File: src/rtl/dmem_store_buf_if.sv
// Core-side data-memory bus between the STRV32I dm_* port and the store-buffered RAM.
// master = core side, slave = memory stage.
interface dmem_store_buf_if;
    logic [31:0] dm_addr;
    logic [31:0] dm_data_out;
    logic [3:0]  dm_wr_mask;
    logic        dm_wr_req;
    logic        dm_rd_req;
    logic [31:0] dm_data_in;
    logic        dm_stall;
    logic        dm_err;

    modport master (
        output dm_addr, dm_data_out, dm_wr_mask, dm_wr_req, dm_rd_req,
        input  dm_data_in, dm_stall, dm_err
    );

    modport slave (
        input  dm_addr, dm_data_out, dm_wr_mask, dm_wr_req, dm_rd_req,
        output dm_data_in, dm_stall, dm_err
    );
endinterface

File: src/rtl/dmem_store_buf.sv
// Data-memory stage: word RAM behind an SB_DEPTH-entry store buffer with byte-lane masks.
// Define DMEM_SB_FWD_EN to merge pending stores into loads; otherwise a load hitting the buffer stalls until it drains.
module dmem_store_buf #(
    parameter int MEM_WORDS = 128,
    parameter int SB_DEPTH  = 4
) (
    input logic             clk,
    input logic             rst,
    dmem_store_buf_if.slave dm
);
    localparam int PTR_W = $clog2(SB_DEPTH);
    localparam int CNT_W = PTR_W + 1;
    localparam int IDX_W = $clog2(MEM_WORDS);

    logic [31:0]      r_mem     [MEM_WORDS];
    logic [IDX_W-1:0] r_sb_idx  [SB_DEPTH];
    logic [31:0]      r_sb_data [SB_DEPTH];
    logic [3:0]       r_sb_mask [SB_DEPTH];
    logic [PTR_W-1:0] r_head;
    logic [PTR_W-1:0] r_tail;
    logic [CNT_W-1:0] r_count;
    logic [31:0]      r_data_in;
    logic             r_err;

    logic [29:0]      w_word;
    logic [IDX_W-1:0] w_idx;
    logic             w_oor;
    logic             w_full;
    logic             w_stall;
    logic             w_ld_acc;
    logic             w_st_acc;
    logic             w_push;
    logic             w_drain;
    logic [31:0]      w_ld_data;
    logic             w_unused;

    assign w_word   = dm.dm_addr[31:2];
    assign w_idx    = w_word[IDX_W-1:0];
    assign w_oor    = w_word >= 30'(MEM_WORDS);
    assign w_full   = r_count == CNT_W'(SB_DEPTH);
    assign w_unused = ^dm.dm_addr[1:0];

`ifdef DMEM_SB_FWD_EN
    always_comb begin
        w_ld_data = r_mem[w_idx];
        // oldest to youngest, so the youngest entry owning a byte wins
        for (int i = 0; i < SB_DEPTH; i++) begin
            if (CNT_W'(i) < r_count && r_sb_idx[r_head + PTR_W'(i)] == w_idx) begin
                for (int b = 0; b < 4; b++) begin
                    if (r_sb_mask[r_head + PTR_W'(i)][b])
                        w_ld_data[8*b +: 8] = r_sb_data[r_head + PTR_W'(i)][8*b +: 8];
                end
            end
        end
    end

    assign w_stall = w_full;
    assign w_drain = (r_count != '0) && !dm.dm_rd_req;
`else
    logic w_hit;
    logic w_ld_hit;

    always_comb begin
        w_hit = 1'b0;
        for (int i = 0; i < SB_DEPTH; i++) begin
            if (CNT_W'(i) < r_count && r_sb_idx[r_head + PTR_W'(i)] == w_idx)
                w_hit = 1'b1;
        end
    end

    assign w_ld_hit  = dm.dm_rd_req && !w_oor && w_hit;
    assign w_ld_data = r_mem[w_idx];
    assign w_stall   = w_full || w_ld_hit;
    // a load held off by a buffer hit leaves the RAM port free for draining
    assign w_drain   = (r_count != '0) && (!dm.dm_rd_req || w_ld_hit);
`endif

    assign w_ld_acc = dm.dm_rd_req && !w_stall;
    assign w_st_acc = dm.dm_wr_req && !w_stall;
    assign w_push   = w_st_acc && !w_oor;

    always_ff @(posedge clk or negedge rst) begin
        if (!rst) begin
            r_head    <= '0;
            r_tail    <= '0;
            r_count   <= '0;
            r_data_in <= '0;
            r_err     <= 1'b0;
        end else begin
            if (w_push)
                r_tail <= r_tail + PTR_W'(1);
            if (w_drain)
                r_head <= r_head + PTR_W'(1);
            r_count <= r_count + CNT_W'(w_push) - CNT_W'(w_drain);
            if (w_ld_acc)
                r_data_in <= w_oor ? 32'h0 : w_ld_data;
            r_err <= (w_ld_acc || w_st_acc) && w_oor;
        end
    end

    // buffer payload and RAM contents carry no reset
    always_ff @(posedge clk) begin
        if (w_push) begin
            r_sb_idx[r_tail]  <= w_idx;
            r_sb_data[r_tail] <= dm.dm_data_out;
            r_sb_mask[r_tail] <= dm.dm_wr_mask;
        end
        if (w_drain) begin
            for (int b = 0; b < 4; b++) begin
                if (r_sb_mask[r_head][b])
                    r_mem[r_sb_idx[r_head]][8*b +: 8] <= r_sb_data[r_head][8*b +: 8];
            end
        end
    end

    assign dm.dm_data_in = r_data_in;
    assign dm.dm_stall   = w_stall;
    assign dm.dm_err     = r_err;
endmodule

File: src/flat_wrapper.sv
// flat-port wrapper written by rule: the top's interface ports become plain ports
module dmem_store_buf_flat 
#(
    parameter int MEM_WORDS = 128,
    parameter int SB_DEPTH  = 4
)
  (clk, rst, dm_dm_addr, dm_dm_data_out, dm_dm_wr_mask, dm_dm_wr_req, dm_dm_rd_req, dm_dm_data_in, dm_dm_stall, dm_dm_err);
  dmem_store_buf_if dm_i ();
  input logic clk;
  input logic rst;
  input wire logic [$bits(dm_i.dm_addr)-1:0] dm_dm_addr;
  input wire logic [$bits(dm_i.dm_data_out)-1:0] dm_dm_data_out;
  input wire logic [$bits(dm_i.dm_wr_mask)-1:0] dm_dm_wr_mask;
  input wire logic [$bits(dm_i.dm_wr_req)-1:0] dm_dm_wr_req;
  input wire logic [$bits(dm_i.dm_rd_req)-1:0] dm_dm_rd_req;
  output wire logic [$bits(dm_i.dm_data_in)-1:0] dm_dm_data_in;
  output wire logic [$bits(dm_i.dm_stall)-1:0] dm_dm_stall;
  output wire logic [$bits(dm_i.dm_err)-1:0] dm_dm_err;
  assign dm_i.dm_addr = dm_dm_addr;
  assign dm_i.dm_data_out = dm_dm_data_out;
  assign dm_i.dm_wr_mask = dm_dm_wr_mask;
  assign dm_i.dm_wr_req = dm_dm_wr_req;
  assign dm_i.dm_rd_req = dm_dm_rd_req;
  assign dm_dm_data_in = dm_i.dm_data_in;
  assign dm_dm_stall = dm_i.dm_stall;
  assign dm_dm_err = dm_i.dm_err;
  dmem_store_buf #(.MEM_WORDS(MEM_WORDS), .SB_DEPTH(SB_DEPTH)) u_core (.clk(clk), .rst(rst), .dm(dm_i));
endmodule
File: config.mk
export PLATFORM = sky130hd
export DESIGN_NAME = dmem_store_buf_flat
export DESIGN_NICKNAME = d
export VERILOG_FILES = /design/src/rtl/dmem_store_buf_if.sv /design/src/rtl/dmem_store_buf.sv /design/src/flat_wrapper.sv
export SDC_FILE = /design/constraint.sdc
export NUM_CORES = 2
export LEC_CHECK = 0
export ABC_AREA = 0
export BUFFER_PORTS_ARGS = -buffer_cell sky130_fd_sc_hd__buf_2
export CORE_MARGIN = 10
export CORE_UTILIZATION = 49
export DETAILED_ROUTE_END_ITERATION = 10
export PLACE_DENSITY = 0.75
export SLEW_MARGIN = 30
export SYNTH_ARGS = -nofsm -noshare
export SYNTH_HDL_FRONTEND = slang
export SYNTH_MEMORY_MAX_BITS = 65536
export SYNTH_SLANG_ARGS = --single-unit
File: constraint.sdc
create_clock -name clk -period 4 [get_ports clk]
set_clock_uncertainty 0.1 [all_clocks]
set_input_delay 0.8 -clock clk [delete_from_list [all_inputs] [get_ports clk]]
set_output_delay 0.8 -clock clk [all_outputs]
set_load 0.02 [all_outputs]
==> load_flow_metrics.sql <==
INSERT INTO impl_metrics (metric_group, metric, value, unit) VALUES
('place', 'numPortBuffers', '103', ''),
('timing', 'setup_total_negative_slack', '-436.90', 'ns'),
('synth', 'multiplexer_share_of_the_synthesized_area', '0.1633', ''),
('worst_setup_path', 'worst-setup-path-type', 'reg2out', ''),
('synth', 'mappedNetlistArea', '0.1683', 'mm2'),
('synth', 'synth-adder-area-share', '0.0007137', ''),
('finish', 'fraction_of_layout_cells_with_a_size_suffix_above_1', '0.3361', ''),
('place', 'half_perimeter_wire_length_after_detailed_placement', '293800', 'um'),
('cts', 'clock_insertion_delay_worst_skew', '0.93', 'ns'),
('synth', 'synth-edff-count', '4268', ''),
('synth', 'fraction_of_the_yosys_area_taken_by_sequential_cells', '0.7675', ''),
('drt', 'dr_total_vias', '91970', ''),
('cts', 'path_clk_slew', '0.06', 'ns'),
('worst_setup_path', 'critPathCaptureType', 'output port', ''),
('place', 'gp_congestion', '0.9021', ''),
('timing', 'final.setup.worst_slack', '-0.4754', 'ns'),
('timing', 'number_of_hold_violations_in_the_final_report', '0', ''),
('place', 'numPlacedInstances', '13140', ''),
('global_routing', 'use_met2', '0.3944', ''),
('cts', 'clkSinkCount', '4308', ''),
('global_routing', 'use_met3', '0.06747', ''),
('floorplanning', 'initial_utilization', '0.4914', ''),
('timing', 'slew_headroom', '0.2381', ''),
('synth', 'seq_cells_post_synth', '4308', ''),
('synth', 'async_flop_share', '0.009285', ''),
('global_routing', 'busiest_layer', 'met2', ''),
('finish', 'final_core_utilization', '0.5800', ''),
('timing', 'whs', '0.05913', 'ns'),
('synth', 'post_synth_xor_area_fraction', '0.001717', ''),
('floorplanning', 'die_height', '606.0', 'um'),
('floorplanning', 'floorplan.rows', '215', ''),
('timing', 'rsz0062_at_grt', 'yes', ''),
('drt', 'post_drt_wl_per_cell', '34.40', 'um'),
('cts', 'number_of_h_tree_levels', '5', ''),
('place', 'placement.setup.worst_slack', '-0.4981', 'ns'),
('worst_setup_path', 'cp_data_arrival_time', '3.58', 'ns'),
('synth', 'syn-mean-instance-area', '21.17', 'um2'),
('global_routing', 'number_of_antenna_violations_at_the_first_check_in_global_routing', '29', ''),
('timing', 'min_period', '4.475', 'ns'),
('min_path', 'hold_class', 'in2reg', ''),
('worst_setup_path', 'cp_max_fo', '5', ''),
('global_routing', 'grt_max_degree', '129', ''),
('status', 'failing_checks', 'negative setup slack', ''),
('global_routing', 'grt_pass1_vias', '89820', ''),
('cts', 'clock_tree_from_tritoncts', 'done', ''),
('synth', 'synth_simple_gate_area_share', '0.02882', ''),
('synth', 'yosys.area.top_type_share', '0.7616', ''),
('finish', 'commonest_non_fill_non_tap_cell_in_the_layout', 'sky130_fd_sc_hd__edfxtp_1', ''),
('synth', 'postSynthCellCount', '7951', ''),
('synth', 'synth_flop_cell', 'sky130_fd_sc_hd__edfxtp_1', ''),
('worst_setup_path', 'critPathMaxStageDelay', '0.54', 'ns'),
('worst_setup_path', 'critical-path-slowest-cell', 'sky130_fd_sc_hd__dfrtp_4', ''),
('timing', 'worst_pin_slew', '1.143', 'ns'),
('worst_setup_path', 'crit_path_cell_trace', 'clkbuf_16 -> buf_4 -> mux2i_1 -> xnor2_1 -> nor4_1 -> a21oi_1 -> nor2_1 -> o41a_2 -> buf_6 -> nand2_2 -> nand2_2 -> buf_6', ''),
('global_routing', 'grtUsageTotal', '0.2487', ''),
('synth', 'netlist.top_cell.by_area', 'sky130_fd_sc_hd__edfxtp_1', ''),
('timing', 'slew_viols_final', '0', ''),
('drt', 'wl', '482600', 'um'),
('global_routing', 'grt_first_pass_wirelength', '660700', 'um'),
('status', 'outcome', 'complete, but fails checks', ''),
('cts', 'clock_path_buffers', '4', ''),
('drt', 'routed_via_density', '6.556', ''),
('global_routing', 'gr-total-overflow', '0', ''),
('cts', 'numCtsBuffers', '409', ''),
('drt', 'initialDrtViolationCount', '14940', ''),
('global_routing', 'use_met1', '0.3186', ''),
('power_and_ir_drop', 'static-leakage-power', '0.06446', 'uW'),
('timing', 'achievable-frequency', '0.2234', 'GHz'),
('drt', 'detail_route.drc_violations', '0', ''),
('timing', 'report.final.setup_viol', '3804', ''),
('worst_setup_path', 'cp-start-kind', 'register', '');
[final cells by class]
type	instances	area, um2
clock buffers	497	10790
multi-input cells	3095	38190
inverters	22	91.34
repair buffers	1278	12110
diodes	16	40.04
clock inverters	256	2525
flip-flops and latches	4308	129200
well taps	4557	5702
fillers	23180	143800
[registers in the layout (all words and copies together), names as in the netlist]
signal	cells
u_core.r_head	2
u_core.r_tail	2
u_core.r_mem	4096
u_core.r_sb_data	128
u_core.r_count	3
u_core.dm.dm_data_in	32
u_core.dm.dm_err	1
u_core.r_sb_mask	16
u_core.r_sb_idx	28
[critical path: cells and delay by family, from the launching register on]
kind	cells	cell delay, ns
XOR/XNOR	1	0.19
multiplexers	1	0.26
AND/OR/NAND/NOR	4	0.32
flip-flops	1	0.54
AO/OA/AOI/OAI	2	0.76
buffers and inverters	4	0.60
[path summary, 6_finish.rpt]
| check | from | to | slack (ns) | depth (start not counted) |
|---|---|---|---|---|
| worst max-delay path | u_core.r_head[1]$_DFFE_PN0P_ | dm_dm_stall | -0.48 | 12 |
| worst min-delay path | dm_dm_data_out[13] | u_core.r_sb_data[1][13]$_DFFE_PP_ | 0.06 | 1 |
| worst max register to register | u_core.r_head[1]$_DFFE_PN0P_ | u_core.r_mem[30][23]$_DFFE_PP_ | -0.31 | 19 |
| worst min register to register | u_core.dm.dm_data_in[1]$_DFFE_PN0P_ | u_core.dm.dm_data_in[1]$_DFFE_PN0P_ | 0.41 | 1 |
| max in group asynchronous | rst | u_core.dm.dm_data_in[2]$_DFFE_PN0P_ | 2.36 | 3 |
| min in group asynchronous | rst | u_core.r_tail[1]$_DFFE_PN0P_ | 0.46 | 2 |
[synthesized netlist by cell type (21+ instances only)]
| library cell | count |
|---|---|
| sky130_fd_sc_hd__a22oi_1 | 93 |
| sky130_fd_sc_hd__a31oi_1 | 21 |
| sky130_fd_sc_hd__nand3_1 | 53 |
| sky130_fd_sc_hd__nor4_1 | 30 |
| sky130_fd_sc_hd__mux2_2 | 77 |
| sky130_fd_sc_hd__nor2b_1 | 25 |
| sky130_fd_sc_hd__buf_2 | 150 |
| sky130_fd_sc_hd__nor3_1 | 560 |
| sky130_fd_sc_hd__nor2_1 | 58 |
| sky130_fd_sc_hd__nand4_1 | 21 |
| sky130_fd_sc_hd__o21ai_0 | 61 |
| sky130_fd_sc_hd__buf_1 | 57 |
| sky130_fd_sc_hd__o22ai_1 | 89 |
| sky130_fd_sc_hd__edfxtp_1 | 4268 |
| sky130_fd_sc_hd__clkbuf_1 | 253 |
| sky130_fd_sc_hd__o221ai_1 | 31 |
| sky130_fd_sc_hd__buf_4 | 57 |
| sky130_fd_sc_hd__a22o_1 | 33 |
| sky130_fd_sc_hd__a21oi_1 | 165 |
| sky130_fd_sc_hd__dfrtp_1 | 40 |
| sky130_fd_sc_hd__inv_1 | 22 |
| sky130_fd_sc_hd__mux4_2 | 1025 |
| sky130_fd_sc_hd__mux2i_1 | 350 |
| sky130_fd_sc_hd__nand2_1 | 236 |
[report_power, final]
part	leakage [uW]	internal [uW]	switching, uW
Clock	0.00649	22200	16600
Combinational	0.0191	4730	15200
Sequential	0.0389	56800	190
[per-stage QoR]
| stage | total power (uW) | cell area, um2 |
|---|---|---|
| finish | 115700 | 198600 |
| global route | 118100 | 198600 |
| CTS | 113600 | 195500 |
| detailed placement | 75450 | 181700 |
| global placement | 74360 | 181600 |
| floorplan | 66450 | 168300 |
[logic make-up after synthesis]
| group | after synthesis |
|---|---|
| XOR/XNOR | 33 |
| adder cells (fa/ha/maj) | 9 |
| AO/OA/AOI/OAI | 587 |
| buffers and inverters | 548 |
| flip-flops | 4308 |
| AND/OR/NAND/NOR | 1013 |
| multiplexers | 1453 |
[what timing repair did]
action,4_1_cts,5_1_grt
setup buffers,3,48
resized for setup,9,413
setup endpoints to repair,4,1656
pin swaps,4,38
cloned,1,32
hold buffers,35,0
hold endpoints to repair,156,0
[routing by layer]
layer	share of wire	up-vias
li1	-	35840
met1	0.33	47530
met2	0.47	7198
met3	0.13	1377
met4	0.066	22
met5	0.00031	-
No activity file was read; power rests on OpenSTA's default activity.
